--- config.mk ---
export PLATFORM = sky130hd
export DESIGN_NAME = seven_seg_dis
export DESIGN_NICKNAME = d
export VERILOG_FILES = /design/src/rtl/seven_seg_pkg.sv /design/src/rtl/hex_to_seg.sv /design/src/rtl/seven_seg_dis.sv
export SDC_FILE = /design/constraint.sdc
export NUM_CORES = 1
export LEC_CHECK = 0
export ABC_CLOCK_PERIOD_IN_PS = 4200
export CORE_MARGIN = 2
export CORE_UTILIZATION = 52
export CTS_CLUSTER_DIAMETER = 200
export DETAILED_ROUTE_END_ITERATION = 10
export PLACE_DENSITY = 0.83
export SKIP_LAST_GASP = 1
export SYNTH_ARGS = -nofsm -noshare
export SYNTH_HDL_FRONTEND = slang
export SYNTH_SLANG_ARGS = --single-unit
--- constraint.sdc ---
create_clock -name clk -period 4.2 [get_ports clk]
set_clock_uncertainty 0.15 [all_clocks]
set_input_delay 0.63 -clock clk [delete_from_list [all_inputs] [get_ports clk]]
set_output_delay 0.63 -clock clk [all_outputs]
set_load 0.005 [all_outputs]
--- src/rtl/seven_seg_pkg.sv ---
`default_nettype none
// ============================================================================
// Module   : seven_seg_pkg
// Purpose  : Shared seven-segment encodings and blanking constants.
// Revision : 1.0
// ============================================================================
package seven_seg_pkg;

   localparam logic [6:0] c_seg_off = 7'h7F;
   localparam logic [3:0] c_an_off  = 4'hF;

   // Active-low {g,f,e,d,c,b,a} patterns indexed by hex value.
   localparam logic [6:0] c_seg_table [16] = '{
      7'h40, 7'h79, 7'h24, 7'h30, 7'h19, 7'h12, 7'h02, 7'h78,
      7'h00, 7'h10, 7'h08, 7'h03, 7'h46, 7'h21, 7'h06, 7'h0E
   };

   function automatic logic [6:0] hex_pattern(input logic [3:0] hex);
      return c_seg_table[hex];
   endfunction

endpackage
`default_nettype wire

--- src/rtl/hex_to_seg.sv ---
`default_nettype none
// ============================================================================
// Module   : hex_to_seg
// Purpose  : Combinational hex nibble to active-low seven-segment decoder.
// Revision : 1.0
// ============================================================================
module hex_to_seg
   import seven_seg_pkg::*;
(
   input  logic [3:0] i_hex,
   output logic [6:0] o_seg
);

   assign o_seg = hex_pattern(i_hex);

endmodule
`default_nettype wire

--- src/rtl/seven_seg_dis.sv ---
`default_nettype none
// ============================================================================
// Module   : seven_seg_dis
// Purpose  : Four-digit multiplexed hex display driver with registered pins.
// Revision : 1.0
// ============================================================================
module seven_seg_dis
   import seven_seg_pkg::*;
#(
   parameter int REFRESH_BITS = 12
) (
   input  logic        clk,
   input  logic        rst,
   input  logic [15:0] data_in,
   output logic [6:0]  seg,
   output logic        dp,
   output logic [3:0]  an
);

   localparam int CNT_W = REFRESH_BITS + 2;

   logic [CNT_W-1:0] cnt_q, cnt_d;
   logic [6:0]       seg_q, seg_d;
   logic [3:0]       an_q, an_d;
   logic             dp_q, dp_d;

   logic [1:0]       w_sel;
   logic [3:0]       w_nibble;
   logic [6:0]       w_seg_next;
   logic [3:0]       w_an_next;

   // Top two counter bits pick the digit; data_in is sampled live, not latched.
   always_comb begin
      cnt_d     = cnt_q + 1'b1;
      w_sel     = cnt_q[CNT_W-1 -: 2];
      w_nibble  = data_in[{w_sel, 2'b00} +: 4];
      w_an_next = ~(4'b0001 << w_sel);
      seg_d     = w_seg_next;
      an_d      = w_an_next;
      dp_d      = 1'b1;
   end

   hex_to_seg u_hex_to_seg (
      .i_hex (w_nibble),
      .o_seg (w_seg_next)
   );

   always_ff @(posedge clk or posedge rst) begin
      if (rst) begin
         cnt_q <= '0;
         seg_q <= c_seg_off;
         an_q  <= c_an_off;
         dp_q  <= 1'b1;
      end else begin
         cnt_q <= cnt_d;
         seg_q <= seg_d;
         an_q  <= an_d;
         dp_q  <= dp_d;
      end
   end

   assign seg = seg_q;
   assign an  = an_q;
   assign dp  = dp_q;

endmodule
`default_nettype wire

==> After elaboration in Yosys (flattened, before gate mapping) <==
Memory sizes are Yosys's and may differ from the RTL's. A register that Yosys moved wholly into a read port is not among the register bits.
Cells that the tools add are included.
{ "word_totals": {"n_memories": 1, "elab_cells": 8, "in_bits": 18, "out_inout_bits": 12, "register_bits": 18, "rom_bits": 112} }
{ "memory_table": {"columns": ["memory", "words", "word_bits", "read_ports", "rd_ports_with_merged_regs", "wr", "line", "source"], "rows": [
  ["(no name shown)", 16, 7, 1, 1, 0, "seven_seg_pkg.sv:19", "return c_seg_table[hex];"]
]} }
{ "classes": {"n_bitwise": 2, "addsub": 1, "n_shift": 2} }
{ "op_table": {"columns": ["operator", "count"], "rows": [
  ["16-bit by 5-bit variable part select with 4-bit output", 1],
  ["14-bit by 1-bit adder with 14-bit output, second input constant", 1],
  ["4-bit NOT with 5-bit output", 1],
  ["4-bit NOT", 1],
  ["1-bit by 2-bit << shifter with 4-bit output, first input constant", 1]
]} }

==> Depth between registers and ports, before layout <==
Gate-level depths: netlist (run 1).
{ "logic_depth": {"ltp_word": 2, "mapped_depth": 7} }

==> By module <==
Synthesis (run 1) repeated with hierarchy kept, for this count alone.
{ "hier_totals": {"cells_unflattened": 106, "area_unflattened_um2": 1306.3} }
{ "modules_own_cells": {"columns": ["module", "area_per_inst_um2", "cells_each", "seq_area_each_um2", "instances"], "rows": [
  ["seven_seg_dis", 1031.0, 74, 639.4, 1],
  ["hex_to_seg", 275.3, 32, 0.0, 1]
]} }

==> Worst setup path after synthesis (run 1) <==
OpenSTA, ideal clock, no wires.
{ "synth_path": {"path_kind": "input-to-reg", "startpoint": "input data_in[5]", "endpoint": "register seg_q[3], in the netlist seg[3]", "t_arrival_ps": 1933, "cell_stages": 5, "setup_slack_ps": 2024, "required_ps": 3956, "path_buffers": 0, "path_cell_list": "mux4_1 inv_1 ha_1 inv_1 mux4_2"} }
{ "synth_via": {"elab_chain_cells": 2} }
{ "synth_lines": {"columns": ["item", "line", "source"], "rows": [
  ["start, declared", "seven_seg_dis.sv:14", "input logic [15:0] data_in,"],
  ["16-bit by 5-bit variable part select with 4-bit output", "seven_seg_dis.sv:36", "w_nibble = data_in[{w_sel, 2'b00} +: 4];"],
  ["4-bit NOT with 5-bit output (not written as such)", "seven_seg_pkg.sv:19", null],
  ["end, declared", "seven_seg_dis.sv:23", "logic [6:0] seg_q, seg_d;"]
]} }
No other way between the ends.

==> Worst setup path after layout (run 1) <==
{ "layout_path": {"startpoint": "input data_in[4]", "endpoint": "register seg_q[3], in the netlist seg[3]"} }
Same word-level chain as after synthesis.

==> results of run 1 <==
==> report_power, final <==
| group | internal [mW] | switching, mW |
|---|---|---|
| registers | 0.251 | 0.00144 |
| logic | 0.0356 | 0.0221 |
| clock network | 0.0363 | 0.0701 |
| total | 0.323 | 0.0937 |
==> area by class of cell <==
type	count	area, um^2
fillers	158	679
repair buffers	28	280
well taps	28	35.0
flip-flops and latches	25	639
clock buffers	3	22.5
inverters	6	22.5
multi-input cells	62	547
clock inverters	1	7.51
==> synthesized netlist by cell type, types with 2 or more instances <==
| master | count | share of area [%] |
|---|---|---|
| sky130_fd_sc_hd__inv_1 | 6 | 1.8 |
| sky130_fd_sc_hd__dfrtp_1 | 14 | 28 |
| sky130_fd_sc_hd__nand2_1 | 7 | 2.1 |
| sky130_fd_sc_hd__and3_1 | 3 | 1.5 |
| sky130_fd_sc_hd__buf_6 | 2 | 1.8 |
| sky130_fd_sc_hd__o21ai_1 | 2 | 0.81 |
| sky130_fd_sc_hd__nand3_1 | 6 | 2.4 |
| sky130_fd_sc_hd__mux2_2 | 2 | 1.8 |
| sky130_fd_sc_hd__and4_1 | 2 | 1.4 |
| sky130_fd_sc_hd__mux4_2 | 3 | 5.4 |
| sky130_fd_sc_hd__xor2_1 | 2 | 1.4 |
| sky130_fd_sc_hd__dfstp_2 | 11 | 23 |
| sky130_fd_sc_hd__o22ai_1 | 2 | 1.0 |
| sky130_fd_sc_hd__ha_1 | 7 | 7.0 |
| sky130_fd_sc_hd__mux4_1 | 2 | 4.2 |
| sky130_fd_sc_hd__xnor2_1 | 10 | 7.0 |
| sky130_fd_sc_hd__nand2b_1 | 2 | 1.0 |
| sky130_fd_sc_hd__mux2i_1 | 2 | 1.6 |
==> final timing paths <==
| kind | start | to | slack (ns) | depth (start not counted) |
|---|---|---|---|---|
| min | cnt_q[4]$_DFF_PP0_ | cnt_q[4]$_DFF_PP0_ | 0.32 | 1 |
| max | data_in[4] | seg[3]$_DFF_PP1_ | 1.88 | 6 |
| min in group asynchronous | rst | cnt_q[4]$_DFF_PP0_ | 0.64 | 2 |
| max reg2reg | cnt_q[12]$_DFF_PP0_ | seg[3]$_DFF_PP1_ | 1.88 | 5 |
| min reg2reg | cnt_q[4]$_DFF_PP0_ | cnt_q[4]$_DFF_PP0_ | 0.32 | 1 |
| max in group asynchronous | rst | cnt_q[8]$_DFF_PP0_ | 2.72 | 2 |
==> flip-flops by register name, summed over array words and instances (netlist names) <==
| signal | flops |
|---|---|
| seg | 7 |
| an | 4 |
| cnt_q | 14 |
==> layer usage <==
metal / wire length, um / GRT usage, %
met5: 0 / 0
met4: 36 / 8.12
met3: 134 / 3.39
met2: 1010 / 30.4
met1: 895 / 22.3
==> through the flow <==
stage / setup WS (ns) / std cells / utilization (%)
finish: 1.88 / 153 / 69.6
detailed placement: 1.53 / 149 / 68.2
CTS: 1.86 / 153 / 69.6
floorplan: 2.02 / 97 / -
global placement: 1.59 / 149 / 68.2
global route: 1.70 / 153 / 69.6
==> worst register-to-register path, cell delays in order, from the launching register on <==
cell and delay, ns:
sky130_fd_sc_hd__dfrtp_1 0.60, sky130_fd_sc_hd__mux4_1 0.73, sky130_fd_sc_hd__inv_1 0.15, sky130_fd_sc_hd__ha_1 0.14
sky130_fd_sc_hd__inv_1 0.04, sky130_fd_sc_hd__mux4_2 0.43
==> cells by family after synthesis <==
family                   count (synthesis)  share of synthesized area (%)
AO/OA/AOI/OAI                            6                           3.02
other                                    1                          0.302
XOR/XNOR                                12                           8.46
multiplexers                             9                           13.1
adder cells (fa/ha/maj)                  7                           7.05
buffers and inverters                   10                           4.53
AND/OR/NAND/NOR                         27                           12.1
flip-flops                              25                           51.5
==> results.ini, run 1 <==
[die]
placement_rows=17
initial_core_util_pct=55.6
fp.dieArea_um2=2800
io_pins=30
design.core.area_um2=2230
die_h_um=52.9
die_width_um=52.9

[status]
status=finished clean

[routing]
dr_iter_0_viols=2
detailedRoute.firstPassIterationCount=4
wl_um=2080
final_antenna_net_count=0
wl_per_cell_um=13.6
drt_drc_violations_left=0
drt_via_density=5.28
vias=808

[cts]
cts-buffers-inserted=3
cts_tree=done
cts_setup_buffers=0
ctsHoldBuffers=0
cts-root-buf=sky130_fd_sc_hd__clkbuf_4
cts-resized-gates=0
clock_latency_ns=0.31
cts.sink_count=25
clock_tree.buffer_depth=2
h-tree-depth=1
clock_slew_seen_by_the_registers_of_the_worst_setup_and_hold_paths_ns=0.14

[setup_path]
critical_path_required_ns=4.29
cp_common_cell=sky130_fd_sc_hd__inv_1
timing.critical_path.fanout_max=6
highest_delay_cell_along_the_critical_path=sky130_fd_sc_hd__mux4_1
cpLargestDelayFamily=multiplexers
critical_path.cell_chain=clkdlybuf4s50_1 > mux4_1 > inv_1 > ha_1 > inv_1 > mux4_2
worst-setup-path-type=primary input to flop
critical_path.max_stage_delay_ns=0.61
critPathArrivalTime_ns=2.41
worst-path-buf-inv=3
worst_setup_path_start_kind=primary input
setup.worst_path.end_class=flop

[sta]
timing_hold_violations_final=0
setup_repair_after_global_routing_missed_its_margin=false
finalCriticalPeriod_ns=2.32
fmaxAchievable_ghz=0.431
slew_violations=0
setup_tns_ns=0
slew_headroom_pct=41.5
worst_pin_slew_ns=0.877
timing.final.crit_share_pct=55.3
worst_hold_check_slack_ns=0.324
setup_violations=0

[finish]
antenna_cells=0
drive_above_1_share_pct=17.6
nets=151
layout_common_cells=sky130_fd_sc_hd__clkdlybuf4s50_1, sky130_fd_sc_hd__dfrtp_1, sky130_fd_sc_hd__dfstp_2, sky130_fd_sc_hd__xnor2_1
cell_area_after_layout_um2=1550
syn2layout_area_growth_pct=25.1
commonest_non_fill_non_tap_cell_in_the_layout=sky130_fd_sc_hd__clkdlybuf4s50_1

[synth]
synth.yosys.seq_area_share_pct=51.5
synth_edf_count=0
synth_nets=122
syn-cell-area_um2=1240
synth_seq_cells=25
synth-main-ff-cell=sky130_fd_sc_hd__dfrtp_1
postSynth.asyncResetShare_pct=100
synth.lib_cells_used.distinct=30
post_synth_inst_count=97
synth.avg_cell_area_um2=12.8
synth_warnings=0

[place]
gpl_wtd_cong=0.725
portBuffers=28
dpl_cell_area_um2=1520
dp_hpwl_um=1580

[run]
timing.max_cap.violations=0

[global_routing]
grt.overflow.total=0
grt_start_max_net_pins=26
via_count_of_the_first_global_routing_pass=834
grt_pass1_wl_um=3570
antenna_found_initial=0
grt_usage_pct=18.0

[pwr]
static-leakage-power_nw=0.670
post-layout-total-power_uw=417
peakVddDrop_uv=231
power_density_nw_per_um2=268

[hold_path]
hold_class=flop to flop

Power figures use the tool's default switching activity.
==> run 2: changes to the inputs <==
- ABC_CLOCK_PERIOD_IN_PS: 4200 -> 1900
- CORE_UTILIZATION: 52 -> 43
- PLACE_DENSITY: 0.83 -> 0.74
- clock period: 4.2 -> 1.9 ns (I/O delays scaled with it)
==> results.ini, run 2 (synthesized netlist as in run 1, its figures left out) <==
[setup_path]
worstRegToRegCells=5
highest_delay_cell_along_the_critical_path=sky130_fd_sc_hd__mux4_2
worst-path-stages=5
critPathArrivalTime_ns=2.10
critical_path.max_stage_delay_ns=0.60
critical_path_required_ns=2.01
setup.worst_path.end_class=flop
timing.critical_path.fanout_max=4
critical_path.cell_chain=mux4_2 > inv_2 > ha_4 > inv_2 > mux4_2
cpLargestDelayFamily=multiplexers
worst_setup_path_start_kind=flop
worst-path-buf-inv=2
worst-setup-path-type=flop to flop

[die]
fp.dieArea_um2=3340
placement_rows=19
io_pins=30
initial_core_util_pct=45.1
die_width_um=57.8
die_h_um=57.8
design.core.area_um2=2760

[finish]
regMostFlops=cnt_q
sequential_cell_area_um2=641
antenna_cells=0
largest_register_ff_count=14
final_core_utilization_pct=62.2
finalNonFillerCells=168
drive_above_1_share_pct=34.3
fill_cells=211
commonest_non_fill_non_tap_cell_in_the_layout=sky130_fd_sc_hd__clkdlybuf4s50_1
layout_common_cells=sky130_fd_sc_hd__clkdlybuf4s50_1, sky130_fd_sc_hd__dfrtp_1, sky130_fd_sc_hd__dfstp_2, sky130_fd_sc_hd__xnor2_1, sky130_fd_sc_hd__buf_4
syn2layout_area_growth_pct=38.1
nets=163
multiInputGateArea_um2=613

[status]
violations=negative setup slack
status=complete, but fails checks

[cts]
ctsHoldBuffers=0
cts-buffers-inserted=3
cts-root-buf=sky130_fd_sc_hd__clkbuf_4
cts.sink_count=25
cts_tree=done
h-tree-depth=1
cts_setup_buffers=0
clock_latency_ns=0.32
clock_slew_seen_by_the_registers_of_the_worst_setup_and_hold_paths_ns=0.15
clock_tree.buffer_depth=2

[place]
gpl_wtd_cong=0.895
placedCellCount=163
dp_hpwl_um=1790
portBuffers=28
detailedPlace.worstSlack_ns=-0.313

[routing]
drt_via_density=5.27
wl_per_cell_um=15.4
drt_drc_violations_left=0
dr_iter_0_viols=20
detailedRoute.firstPassIterationCount=4
final_antenna_net_count=0
vias=885
wl_um=2590

[sta]
timing_hold_violations_final=0
slew_violations=0
finalCriticalPeriod_ns=1.99
setup_repair_after_global_routing_missed_its_margin=true
final_critical_path_setup_slack_ns=-0.0916
fmaxAchievable_ghz=0.502
timing.final.crit_share_pct=105
setup_violations=3

[global_routing]
grt_usage_pct=15.4
grt_start_max_net_pins=26
via_count_of_the_first_global_routing_pass=907
grt.overflow.total=0
grt_pass1_wl_um=4000
antenna_found_initial=0

[pwr]
post-layout-total-power_uw=963
power_density_nw_per_um2=561
peakVddDrop_uv=345
static-leakage-power_nw=0.725

[hold_path]
hold_class=primary input to asynchronous set/reset pin

[run]
timing.max_cap.violations=0

-- run 2: changes by cell type in the layout (fill, tap and decap cells not counted), sizes merged --
cell	delta
mux4	+1
buf	+11
-- run 2: where the power goes --
part	switching (mW)	leakage [nW]	internal [mW]
combinational	0.0611	0.417	0.0974
clock	0.166	0.0139	0.0802
sequential	0.00310	0.295	0.556
total	0.230	0.725	0.733
-- run 2: area by class of cell --
cell class | instances | share of cell area, %
Tap cell | 31 | 2.26
Inverter | 6 | 1.31
Timing Repair Buffer | 39 | 21.6
Clock inverter | 1 | 0.438
Sequential cell | 25 | 37.3
Clock buffer | 3 | 1.31
Multi-Input combinational cell | 63 | 35.7
-- run 2: worst paths after layout --
| kind | end | slack (ns) | startpoint |
|---|---|---|---|
| max | seg[3]$_DFF_PP1_ | -0.09 | cnt_q[12]$_DFF_PP0_ |
| min | cnt_q[12]$_DFF_PP0_ | 0.14 | rst |
| max reg2reg | seg[3]$_DFF_PP1_ | -0.09 | cnt_q[12]$_DFF_PP0_ |
| min reg2reg | cnt_q[4]$_DFF_PP0_ | 0.33 | cnt_q[4]$_DFF_PP0_ |
| max in group asynchronous | an[2]$_DFF_PP1_ | 1.16 | rst |
| min in group clk | cnt_q[4]$_DFF_PP0_ | 0.33 | cnt_q[4]$_DFF_PP0_ |
-- run 2: timing repair --
| item | CTS | global route |
|---|---|---|
| pin swaps | 1 | 4 |
| setup endpoints to repair | 6 | 7 |
| cloned | 0 | 1 |
| resized for setup | 4 | 8 |
-- run 2: worst register-to-register path, cell delays in order, from the launching register on --
cell,delay (ns)
sky130_fd_sc_hd__dfrtp_2,0.45
sky130_fd_sc_hd__mux4_2,0.60
sky130_fd_sc_hd__inv_2,0.12
sky130_fd_sc_hd__ha_4,0.13
sky130_fd_sc_hd__inv_2,0.03
sky130_fd_sc_hd__mux4_2,0.45
-- run 2: metrics by stage --
stage	instance area, um^2	TNS (ns)	hold WS [ns]
after floorplan	1240	-0.0452	0.154
after global placement	1610	-1.33	0.302
after detailed placement	1610	-1.61	0.307
after CTS	1660	-0.173	0.143
after global routing	1720	-0.459	0.147
final	1720	-0.159	0.141
-- run 2: per-layer routing --
layer | routed length, um | up-vias | global-route usage [%]
li1 | - | 416 | -
met1 | 1230 | 444 | 19.3
met2 | 1240 | 23 | 26.8
met3 | 101 | 2 | 2.46
met4 | 22 | 0 | 5.98
met5 | 0 | - | 0
